File: config.mk
export PLATFORM = sky130hd
export DESIGN_NAME = hex_msg_scroller
export DESIGN_NICKNAME = d
export VERILOG_FILES = /design/src/rtl/hex_msg_scroller.sv
export SDC_FILE = /design/constraint.sdc
export NUM_CORES = 1
export LEC_CHECK = 0
export ABC_AREA = 0
export CAP_MARGIN = 5
export CORE_MARGIN = 1
export CORE_UTILIZATION = 40
export CTS_CLUSTER_SIZE = 28
export DETAILED_ROUTE_END_ITERATION = 8
export PLACE_DENSITY = 0.72
export SETUP_SLACK_MARGIN = 0.4
export SKIP_CTS_REPAIR_TIMING = 1
export SYNTH_ARGS = -nofsm -noshare
export SYNTH_HDL_FRONTEND = slang
export SYNTH_SLANG_ARGS = --single-unit
File: constraint.sdc
create_clock -name clock -period 5.1 [get_ports clock]
set_clock_uncertainty 0.15 [all_clocks]
set_input_delay 1.275 -clock clock [delete_from_list [all_inputs] [get_ports clock]]
set_output_delay 1.275 -clock clock [all_outputs]
set_load 0.005 [all_outputs]
File: src/rtl/hex_msg_scroller.sv
`default_nettype none
// ============================================================================
// Module  : hex_msg_scroller
// Brief   : Scrolls a MSG_LEN-character message (alphabet d, E, 1, blank)
//           across NUM_HEX active-low seven-segment displays. A rate divider
//           paces the scroll; a run/stop/hold FSM controls it, with an
//           optional pause after every full rotation.
// Revision: 1.0 - initial release
// ============================================================================
module hex_msg_scroller #(
   parameter int NUM_HEX    = 6,
   parameter int MSG_LEN    = 8,
   parameter int TICK_DIV   = 50000000,
   parameter int HOLD_TICKS = 2,
   localparam int HW        = (MSG_LEN > 1) ? $clog2(MSG_LEN) : 1
) (
   input  logic                   clock,
   input  logic                   resetn,
   input  logic [2*MSG_LEN-1:0]   msg_in,
   input  logic                   load,
   input  logic                   run,
   input  logic                   step,
   input  logic                   dir,
   input  logic                   hold_en,
   output logic [7*NUM_HEX-1:0]   hex_out,
   output logic [HW-1:0]          head,
   output logic                   wrap
);

   localparam int DW  = $clog2(TICK_DIV);
   localparam int HCW = $clog2(HOLD_TICKS + 1);

   typedef enum logic [1:0] {
      ST_STOP = 2'd0,
      ST_RUN  = 2'd1,
      ST_HOLD = 2'd2
   } state_t;

   state_t                 state_q;
   logic [2*MSG_LEN-1:0]   buf_q;
   logic [HW-1:0]          head_q;
   logic                   wrap_q;
   logic [DW-1:0]          div_q;
   logic [HCW-1:0]         hold_q;

   logic [HW-1:0]          head_d;
   logic [HCW-1:0]         hold_d;
   logic                   tick;

   // Segment pattern for one 2-bit character code, bits g..a, active-low.
   function automatic logic [6:0] seg_decode(input logic [1:0] code);
      logic [6:0] seg;
      case (code)
         2'b00:   seg = 7'b0100001;  // d
         2'b01:   seg = 7'b0000110;  // E
         2'b10:   seg = 7'b1111001;  // 1
         default: seg = 7'b1111111;  // blank
      endcase
      return seg;
   endfunction

   // The divider only advances outside STOP, so a tick can only occur while scrolling or holding.
   assign tick   = (state_q != ST_STOP) && (div_q == DW'(TICK_DIV - 1));
   assign hold_d = hold_q + 1'b1;

   // Next head position for an advance; explicit wrap keeps non-power-of-2 lengths exact.
   always_comb begin
      head_d = head_q;
      if (MSG_LEN == 1) begin
         head_d = '0;
      end else if (!dir) begin
         head_d = (head_q == HW'(MSG_LEN - 1)) ? '0 : head_q + 1'b1;
      end else begin
         head_d = (head_q == '0) ? HW'(MSG_LEN - 1) : head_q - 1'b1;
      end
   end

   // Run/stop/hold FSM together with the buffer, head, divider and wrap pulse.
   always_ff @(posedge clock) begin
      if (!resetn) begin
         state_q <= ST_STOP;
         buf_q   <= '1;
         head_q  <= '0;
         wrap_q  <= 1'b0;
         div_q   <= '0;
         hold_q  <= '0;
      end else begin
         wrap_q <= 1'b0;
         if (load) begin
            // A load overrides any same-cycle advance and ends a pending hold.
            buf_q  <= msg_in;
            head_q <= '0;
            div_q  <= '0;
            if (state_q == ST_HOLD) begin
               state_q <= ST_RUN;
            end
         end else begin
            case (state_q)
               ST_STOP: begin
                  div_q <= '0;
                  if (run) begin
                     state_q <= ST_RUN;
                  end else if (step) begin
                     head_q <= head_d;
                     wrap_q <= (head_d == '0);
                  end
               end
               ST_RUN: begin
                  if (!run) begin
                     state_q <= ST_STOP;
                     div_q   <= '0;
                  end else if (tick) begin
                     div_q  <= '0;
                     head_q <= head_d;
                     wrap_q <= (head_d == '0);
                     if ((head_d == '0) && hold_en) begin
                        state_q <= ST_HOLD;
                        hold_q  <= '0;
                     end
                  end else begin
                     div_q <= div_q + 1'b1;
                  end
               end
               ST_HOLD: begin
                  if (!run) begin
                     state_q <= ST_STOP;
                     div_q   <= '0;
                  end else if (tick) begin
                     // The tick that completes the hold resumes scrolling without advancing.
                     div_q  <= '0;
                     hold_q <= hold_d;
                     if (hold_d == HCW'(HOLD_TICKS)) begin
                        state_q <= ST_RUN;
                     end
                  end else begin
                     div_q <= div_q + 1'b1;
                  end
               end
               default: begin
                  state_q <= ST_STOP;
                  div_q   <= '0;
               end
            endcase
         end
      end
   end

   // Display k (k = NUM_HEX-1 is leftmost) shows character (head + NUM_HEX-1-k) mod MSG_LEN.
   for (genvar k = 0; k < NUM_HEX; k++) begin : g_disp
      logic [31:0] idx;
      logic [1:0]  code;

      // Select this display's character from the rotating buffer.
      always_comb begin
         idx  = (32'(head_q) + 32'(NUM_HEX - 1 - k)) % 32'(MSG_LEN);
         code = buf_q[2*idx +: 2];
      end

      assign hex_out[7*k +: 7] = seg_decode(code);
   end

   assign head = head_q;
   assign wrap = wrap_q;

endmodule
`default_nettype wire

Word-level counts from Yosys, hierarchy flattened
Index checks and enable logic that the tools add are counted.
- bits in registers: 50
- input bits: 23
- output and inout bits: 46
- logic and storage cells: 110
- add/subtract/negate cells: 9
- equal/unequal tests: 30
- shift operators: 6
- muxes and demuxes: 35
- bitwise operators: 4
- reduce and logical (&&, ||, !) cells: 20
- operators by type and width (kind ; count):
    $pmux W7 S3 ; 6
    $shiftx A16 B5 Y2 ; 6
    $mux W2 ; 14
    $add A26 B1 Y26 const B ; 1
    $eq A26 B26 Y1 const B ; 1
    $mux W3 ; 7
    $eq A2 B2 Y1 const B ; 8
    $eq A2 B1 Y1 const B ; 7
    $logic_not A2 Y1 ; 7
    $ne A2 B2 Y1 const B ; 7
    $ne A4 B4 Y1 const B ; 3
    $reduce_and A7 Y1 ; 1
    $add A3 B1 Y3 const B ; 2
    $add A3 B2 Y3 const B ; 2
    $add A3 B3 Y3 const B ; 2
    $logic_not A3 Y1 ; 2
    $pmux W2 S3 ; 1
    $pmux W3 S2 ; 1
    $reduce_and A6 Y1 ; 1
    $reduce_bool A2 Y1 ; 3
    $reduce_and A5 Y1 ; 1
    $reduce_or A5 Y1 ; 1
    $mux W1 ; 4
    $ne A4 B3 Y1 const B ; 1
    10 further kinds ; 15

Longest topological paths before layout
Gate-level depths: netlist of run 1.
- word-level depth: 10
- depth in mapped cells: 10
- mapped depth without buffers: 7

Worst setup path after synthesis of run 1
No wires, ideal clock.
- path kind: reg2out
- start point: register head_q[0], in the netlist head[0]
- end point: output hex_out[19]
- arrival time: 2.845 ns
- required time: 3.675 ns
- setup slack: 0.830 ns
- stages on the path, launching flop included: 11
- buffers on the path: 4
- cells stage by stage: dfxtp_1 > clkbuf_1 > buf_2 > inv_1 > ha_1 > buf_2 > inv_2 > mux4_2 > mux2_2 > nand2b_1 > buf_4
- longest elaborated chain between the ends: 4
- elaborated cells between the ends (all ways): 6
- classes of those cells: 1 x add/sub; 2 x eq/ne; 1 x shift; 1 x mux; 1 x reduce/logical
- ends and longest elaborated chain (element ; RTL line ; source):
    start: declaration ; 41 ; logic [HW-1:0] head_q;
    start signal: assignment ; 83 ; head_q <= '0;
    start signal: assignment ; 92 ; head_q <= '0;
    start signal: assignment ; 104 ; head_q <= head_d;
    $add A3 B2 Y3 (*) ; 155 ; idx = (32'(head_q) + 32'(NUM_HEX - 1 - k)) % 32'(MSG_LEN);
    $shiftx A16 B5 Y2 (*) ; 156 ; code = buf_q[2*idx +: 2];
    $eq A2 B2 Y1, or another cell as far along ; 53 ; case (code)
    $pmux W7 S3 (*) ; 53 ;
    end: declaration ; 25 ; output logic [7*NUM_HEX-1:0] hex_out,
Mark *: on every way between the ends. The rest lies on a longest branch, timed or not.

Worst setup path after layout of run 1
- start point: register head_q[1], in the netlist head[1]
- end point: output hex_out[0]
- longest elaborated chain between the ends: 4
- elaborated cells between the ends (all ways): 6
- classes of those cells: 1 x add/sub; 2 x eq/ne; 1 x shift; 1 x mux; 1 x reduce/logical
- ends and longest elaborated chain (element ; RTL line):
    $add A3 B3 Y3 (*) ; 155
    $shiftx A16 B5 Y2 (*) ; 156
    $eq A2 B2 Y1, or another cell as far along ; 53
    $pmux W7 S3 (*) ; 53
Marks and branches as above.

==> metrics, run 1 <==
clock insertion delay at the later pin of the skew report=roughly 0.30 ns; worst ir drop on vdd=roughly 130 uV; die area=approximately 8600 um^2; Routed wire per std cell=~14 um; part of the power in registers=~45%; Setup violations, final=0; final routed DRC violation total=0; number of fill cells in the layout=745; switching part of the total power=25.71%; register clock-pin slew on the reported worst setup and hold paths=~0.09 ns; startpoint type of the worst setup path=flop; most frequently used flop master after synthesis=sky130_fd_sc_hd__dfxtp_1; footprint of the multi-input gates=2012 um^2; total length of routed wires=6.960 mm; unrepaired setup endpoints after global routing=no; final cell count without fillers=a little under 500; outcome=finished clean; cell taking the most area after synthesis=sky130_fd_sc_hd__dfxtp_1; All-Layer GR Usage=16.99%; number of buffers inserted by port buffering=68; floorplan row count=32; htree depth=2; Detail Placement HPWL=~5.3 mm; netlist area before placement=roughly 3300 um^2; internal cell power=around 690 uW; number of buffers on the longest clock path=2; transition time at the pin with the least slew margin=0.9592 ns; part of the power in the clock network=30.0%; Mapped Nets=roughly 380; share of async-settable or async-resettable flops after synthesis=0%; CTS tree=built; Setup CP Type=reg2out; share of layout cells above drive strength 1=between 10 and 15%; routability cong.=around 0.87; Post-Synthesis Mean Instance Area=9.488 um^2; arrival time at the worst endpoint=~3 ns; number of antenna violations at the first check in global routing=0; count of mapped cells out of synthesis=348; Final TNS setup=0 ns; clock root buffer master=sky130_fd_sc_hd__clkbuf_8; horizontal extent of the die=92.86 um; die height=between 90 and 100 um; DR iter-0 viols=around 130; Area growth, synth to finish=20.99%; register area=1001 um^2; Num CTS Buffers=5; clock period minus worst slack=between 4 and 5 ns; EDFF count, synth=0; utilization after layout=between 50% and 60%; Antenna diodes=0; post-layout net count=~420; leakage power of the design=1.450 nW; Overflow after GRT=0; instance count after placement with tap cells included=just under 500; post-synth cell types=54; hold violation total from the final report=0; Slew headroom=36.06%; pre-CTS setup slack=between 0.8 and 0.9 ns; cell types with the largest area share after synthesis=sky130_fd_sc_hd__dfxtp_1 (30%), sky130_fd_sc_hd__mux4_2 (11%), sky130_fd_sc_hd__mux2i_1 (5.8%); final antenna-violating net count=0; switching power summed over all nets=between 200 and 250 uW; flip-flop and latch count after synthesis=50; effective utilization at floorplan=a little over two fifths; global-route wire length before repair=roughly 12 mm; biggest fanout along the worst timing path=11; Final Power=roughly 920 uW; via count of the first global-routing pass=~2500; crit path capture type=primary output; number of primary I/O pins=69; Initial DRT Pass Iterations=4; part of the total power dissipated in combinational logic=around 25%; # Max-Cap Violations=0; worst endpoint required time=3.67 ns; kind of path behind the tightest hold check=reg2reg; number of vias per cell=between 5 and 6; area share of the largest cell type after synthesis=30.31%; worst-case setup margin in the final layout=about 0.6 ns; placeable core area=7848 um^2; routed vias=2613; peak clock frequency supported by timing=~0.22 GHz; Sinks on Clock Net=50; final worst path period share=87.99%; total of warnings raised by yosys=0; Max Slew Vio Count=0; maximum number of pins on one net before global-route repair=26; Power Density=231.2 nW/um^2; part of the Yosys area used for sequential elements=just over 30%
## worst max-delay path, stage by stage, from the launching register on
cell and delay (ns):
sky130_fd_sc_hd__dfxtp_1 0.62, sky130_fd_sc_hd__inv_1 0.17, sky130_fd_sc_hd__ha_2 0.52, sky130_fd_sc_hd__mux4_2 0.54, sky130_fd_sc_hd__mux2_2 0.31, sky130_fd_sc_hd__nand2b_1 0.16
sky130_fd_sc_hd__clkdlybuf4s50_1 0.45
## registers in the layout, indices dropped and copies added, names as in the netlist
register and cells:
hold_q 2, head 3, buf_q 16, state_q 2
div_q 26, wrap 1
## stage by stage
step	area, um^2	hold WS [ns]
after floorplan	3302	0.2675
after global placement	3882	0.2793
after detailed placement	3882	0.3072
after CTS	3993	0.3242
after global routing	3995	0.3697
final	3995	0.3229
## power by group through the flow
stage                     sequential (mW)  clock (mW)  combinational [mW]
after floorplan                     0.418           0               0.150
after global placement              0.425           0               0.227
after detailed placement            0.426           0               0.231
after CTS                           0.417       0.284               0.232
after global routing                0.419       0.299               0.251
final                               0.417       0.277               0.230
## metal layers
metal  share of wire [%]  GRT usage (%)
met3                 6.0          2.874
met5                   0              0
met1                  44          20.76
met4                0.91          4.103
met2                  49          30.76
## area by class of cell
| class | count | share of cell area, % |
|---|---|---|
| clock buffers | 6 | 1.816 |
| clock inverters | 2 | 0.9396 |
| inverters | 11 | 1.034 |
| multi-input cells | 249 | 50.36 |
| flip-flops and latches | 50 | 25.05 |
| well taps | 102 | 3.194 |
| repair buffers | 71 | 17.60 |
## Yosys cell counts, types with 2 or more instances
cell	instances
sky130_fd_sc_hd__xnor2_1	5
sky130_fd_sc_hd__nor3_1	3
sky130_fd_sc_hd__and3_1	6
sky130_fd_sc_hd__nand4b_1	2
sky130_fd_sc_hd__xor2_1	21
sky130_fd_sc_hd__mux2i_1	19
sky130_fd_sc_hd__a21oi_1	5
sky130_fd_sc_hd__a31o_1	2
sky130_fd_sc_hd__dfxtp_1	50
sky130_fd_sc_hd__or4b_4	2
sky130_fd_sc_hd__ha_1	11
sky130_fd_sc_hd__nand2b_1	7
sky130_fd_sc_hd__buf_4	24
sky130_fd_sc_hd__nand4_1	9
sky130_fd_sc_hd__nor2b_1	5
sky130_fd_sc_hd__nand4bb_1	2
sky130_fd_sc_hd__nor4_4	2
sky130_fd_sc_hd__o21ai_0	3
sky130_fd_sc_hd__nor4_2	2
sky130_fd_sc_hd__buf_2	5
sky130_fd_sc_hd__nor2_1	31
sky130_fd_sc_hd__mux4_2	16
sky130_fd_sc_hd__mux2_2	7
sky130_fd_sc_hd__nand3b_1	4
sky130_fd_sc_hd__inv_1	10
sky130_fd_sc_hd__nor4_1	2
sky130_fd_sc_hd__nand3_1	15
sky130_fd_sc_hd__nand2_1	43
sky130_fd_sc_hd__and2_1	4
sky130_fd_sc_hd__clkbuf_1	7
## placed cells by master (no fill, tap or decap), types with 5 or more instances in the layout
cell type | synthesis | routed
sky130_fd_sc_hd__nand2b_1 | 7 | 7
sky130_fd_sc_hd__clkbuf_8 | 0 | 5
sky130_fd_sc_hd__xnor2_1 | 5 | 5
sky130_fd_sc_hd__mux4_2 | 16 | 16
sky130_fd_sc_hd__mux2i_1 | 19 | 19
sky130_fd_sc_hd__xor2_1 | 21 | 21
sky130_fd_sc_hd__nand2_1 | 43 | 43
sky130_fd_sc_hd__clkdlybuf4s50_1 | 0 | 68
sky130_fd_sc_hd__nor2b_1 | 5 | 5
sky130_fd_sc_hd__dfxtp_1 | 50 | 50
sky130_fd_sc_hd__a21oi_1 | 5 | 5
sky130_fd_sc_hd__nand3_1 | 15 | 15
sky130_fd_sc_hd__mux2_2 | 7 | 7
sky130_fd_sc_hd__nor2_1 | 31 | 31
sky130_fd_sc_hd__and3_1 | 6 | 6
sky130_fd_sc_hd__inv_1 | 10 | 10
sky130_fd_sc_hd__nand4_1 | 9 | 9
sky130_fd_sc_hd__ha_1 | 11 | 10
## final timing paths
path	start	endpoint	slack (ns)	cells past startpoint
max	head[1]	hex_out[0]	0.61	6
min	div_q[0]	div_q[0]	0.32	1
max reg2reg	state_q[0]	head[1]	2.42	7
min reg2reg	div_q[0]	div_q[0]	0.32	1
## logic make-up (layout without fill, tap and decap cells)
kind of cell,count (synthesis),count (layout),synth area share (%)
simple gates,147,147,24.48
flops,50,50,30.31
buf+inv,49,90,8.829
mux,42,42,19.06
xor+xnor,26,26,6.897
compound gates,23,23,6.253
fa+ha+maj,11,11,4.168
Power figures use the tool's default switching activity.
==> run 2: changes to the inputs <==
- CORE_UTILIZATION: 40 -> 53
- CTS_BUF_LIST: default -> sky130_fd_sc_hd__clkbuf_2
- CTS_CLUSTER_SIZE: 28 -> default
- PLACE_DENSITY: 0.72 -> 0.89
==> run 2 against run 1 <==
Worst setup slack lost 0.042 ns. Global-route usage increased by 7.3 points. Sequential cell count stayed put. First-iteration DRC count is 3.1% higher. Sequential power about the same. Combinational power rose by 2%.
==> metrics, run 2 (synthesis results as in run 1) <==
outcome=finished clean; effective utilization at floorplan=between 50 and 60%; clock insertion delay at the later pin of the skew report=0.45 ns; routability cong.=0.8635; number of antenna violations at the first check in global routing=0; routed vias=~2700; number of buffers on the longest clock path=2; post-layout net count=approximately 420; final antenna-violating net count=0; leakage power of the design=between 1 and 1.5 nW; number of buffers inserted by port buffering=68; Routed wire per std cell=16.23 um; placeable core area=just under 6000 um^2; via count of the first global-routing pass=2571; Sinks on Clock Net=50; flip-flop count of the largest register after layout=26; share of layout cells above drive strength 1=approximately 13%; pre-CTS setup slack=roughly 0.75 ns; kind of path behind the tightest hold check=reg2reg; htree depth=2; Final TNS setup=0 ns; Detail Placement HPWL=around 5.7 mm; Area growth, synth to finish=19.44%; horizontal extent of the die=between 80 and 90 um; biggest fanout along the worst timing path=11; unrepaired setup endpoints after global routing=no; floorplan row count=28; Num CTS Buffers=5; peak clock frequency supported by timing=roughly 0.22 GHz; total length of routed wires=approximately 7.5 mm; final hold slack=roughly 0.33 ns; register clock-pin slew on the reported worst setup and hold paths=0.26 ns; # Max-Cap Violations=0; worst-case setup margin in the final layout=0.5708 ns; clock root buffer master=sky130_fd_sc_hd__clkbuf_2; die height=between 80 and 90 um; arrival time at the worst endpoint=a little over 3 ns; Slew headroom=40.87%; transition time at the pin with the least slew margin=0.8870 ns; Overflow after GRT=0; CTS tree=built; final routed DRC violation total=0; global-route wire length before repair=12.19 mm; crit path capture type=primary output; register ranked first by flip-flop count=div_q; number of vias per cell=5.772; worst endpoint required time=3.67 ns; final worst path period share=between 80 and 90%; clock period minus worst slack=approximately 4.5 ns; startpoint type of the worst setup path=flop; maximum number of pins on one net before global-route repair=26; number of primary I/O pins=69; die area=~6500 um^2; Setup violations, final=0; worst ir drop on vdd=160.1 uV; Max Slew Vio Count=0; hold violation total from the final report=0; most common cell after layout, fill and taps aside=sky130_fd_sc_hd__clkdlybuf4s50_1; Power Density=around 230 nW/um^2; Antenna diodes=0; Initial DRT Pass Iterations=4; All-Layer GR Usage=about a quarter; Setup CP Type=reg2out; DR iter-0 viols=between 100 and 150; most frequent cells in the layout=sky130_fd_sc_hd__clkdlybuf4s50_1 (68), sky130_fd_sc_hd__dfxtp_1 (49), sky130_fd_sc_hd__nand2_1 (43)
## run 2: cell count changes in the layout (fill, tap and decap cells not counted)
cell                         previous run  this run
sky130_fd_sc_hd__clkbuf_2               0         5
sky130_fd_sc_hd__clkbuf_1               1         0
sky130_fd_sc_hd__bufinv_16              1         2
sky130_fd_sc_hd__clkinv_1               0         1
sky130_fd_sc_hd__dfxtp_1               50        49
sky130_fd_sc_hd__clkinvlp_4             1         0
sky130_fd_sc_hd__dfxtp_4                0         1
sky130_fd_sc_hd__clkbuf_8               5         0
## run 2: per-layer routing
layer	vias to the layer above	part of all wire, %	track usage [%]
met5	-	0	0
met4	0	2.1	8.750
met3	14	5.1	4.270
met2	88	53	44.54
met1	1290	40	27.90
li1	1286	-	-
## run 2: worst max-delay path, stage by stage (launching register included)
cell,delay [ns]
sky130_fd_sc_hd__dfxtp_4,0.49
sky130_fd_sc_hd__inv_1,0.11
sky130_fd_sc_hd__ha_2,0.50
sky130_fd_sc_hd__mux4_2,0.53
sky130_fd_sc_hd__mux2_2,0.32
sky130_fd_sc_hd__nand2b_1,0.20
sky130_fd_sc_hd__clkdlybuf4s50_1,0.50
## run 2: cell type report
cell class,instances,area [um^2]
clock buffers,5,25.02
clock inverters,3,63.81
inverters,11,41.29
multi-input cells,249,2012
fillers,449,2012
flip-flops and latches,50,1005
repair buffers,71,703.2
well taps,75,93.84
## run 2: path summary, 6_finish.rpt
check	cells past startpoint	start	end	slack (ns)
min reg2reg	1	div_q[0]	div_q[0]	0.33
min	1	div_q[0]	div_q[0]	0.33
max	6	head[1]	hex_out[14]	0.57
max reg2reg	7	head[0]	hold_q[1]	2.45
## run 2: power breakdown
| group | internal, mW | total, mW | switching (mW) |
|---|---|---|---|
| logic | 0.139 | 0.235 | 0.0957 |
| clock network | 0.130 | 0.261 | 0.131 |
| registers | 0.403 | 0.419 | 0.0170 |
## run 2: metrics by stage
step / util (%) / instance area, um^2 / power, mW / std cells
2_1_floorplan: - / 3302 / 0.5683 / 348
3_3_place_gp: 64.62 / 3849 / 0.6519 / 456
3_5_place_dp: 64.62 / 3849 / 0.6587 / 456
4_1_cts: 66.11 / 3938 / 0.9134 / 464
5_1_grt: 66.22 / 3944 / 0.9533 / 464
6_report: 66.22 / 3944 / 0.9153 / 464
==> run 3: changes to the inputs <==
- SLEW_MARGIN: default -> 25
==> results of run 3 <==
No change in the layout: final DEF, timing and power equal those of run 2.
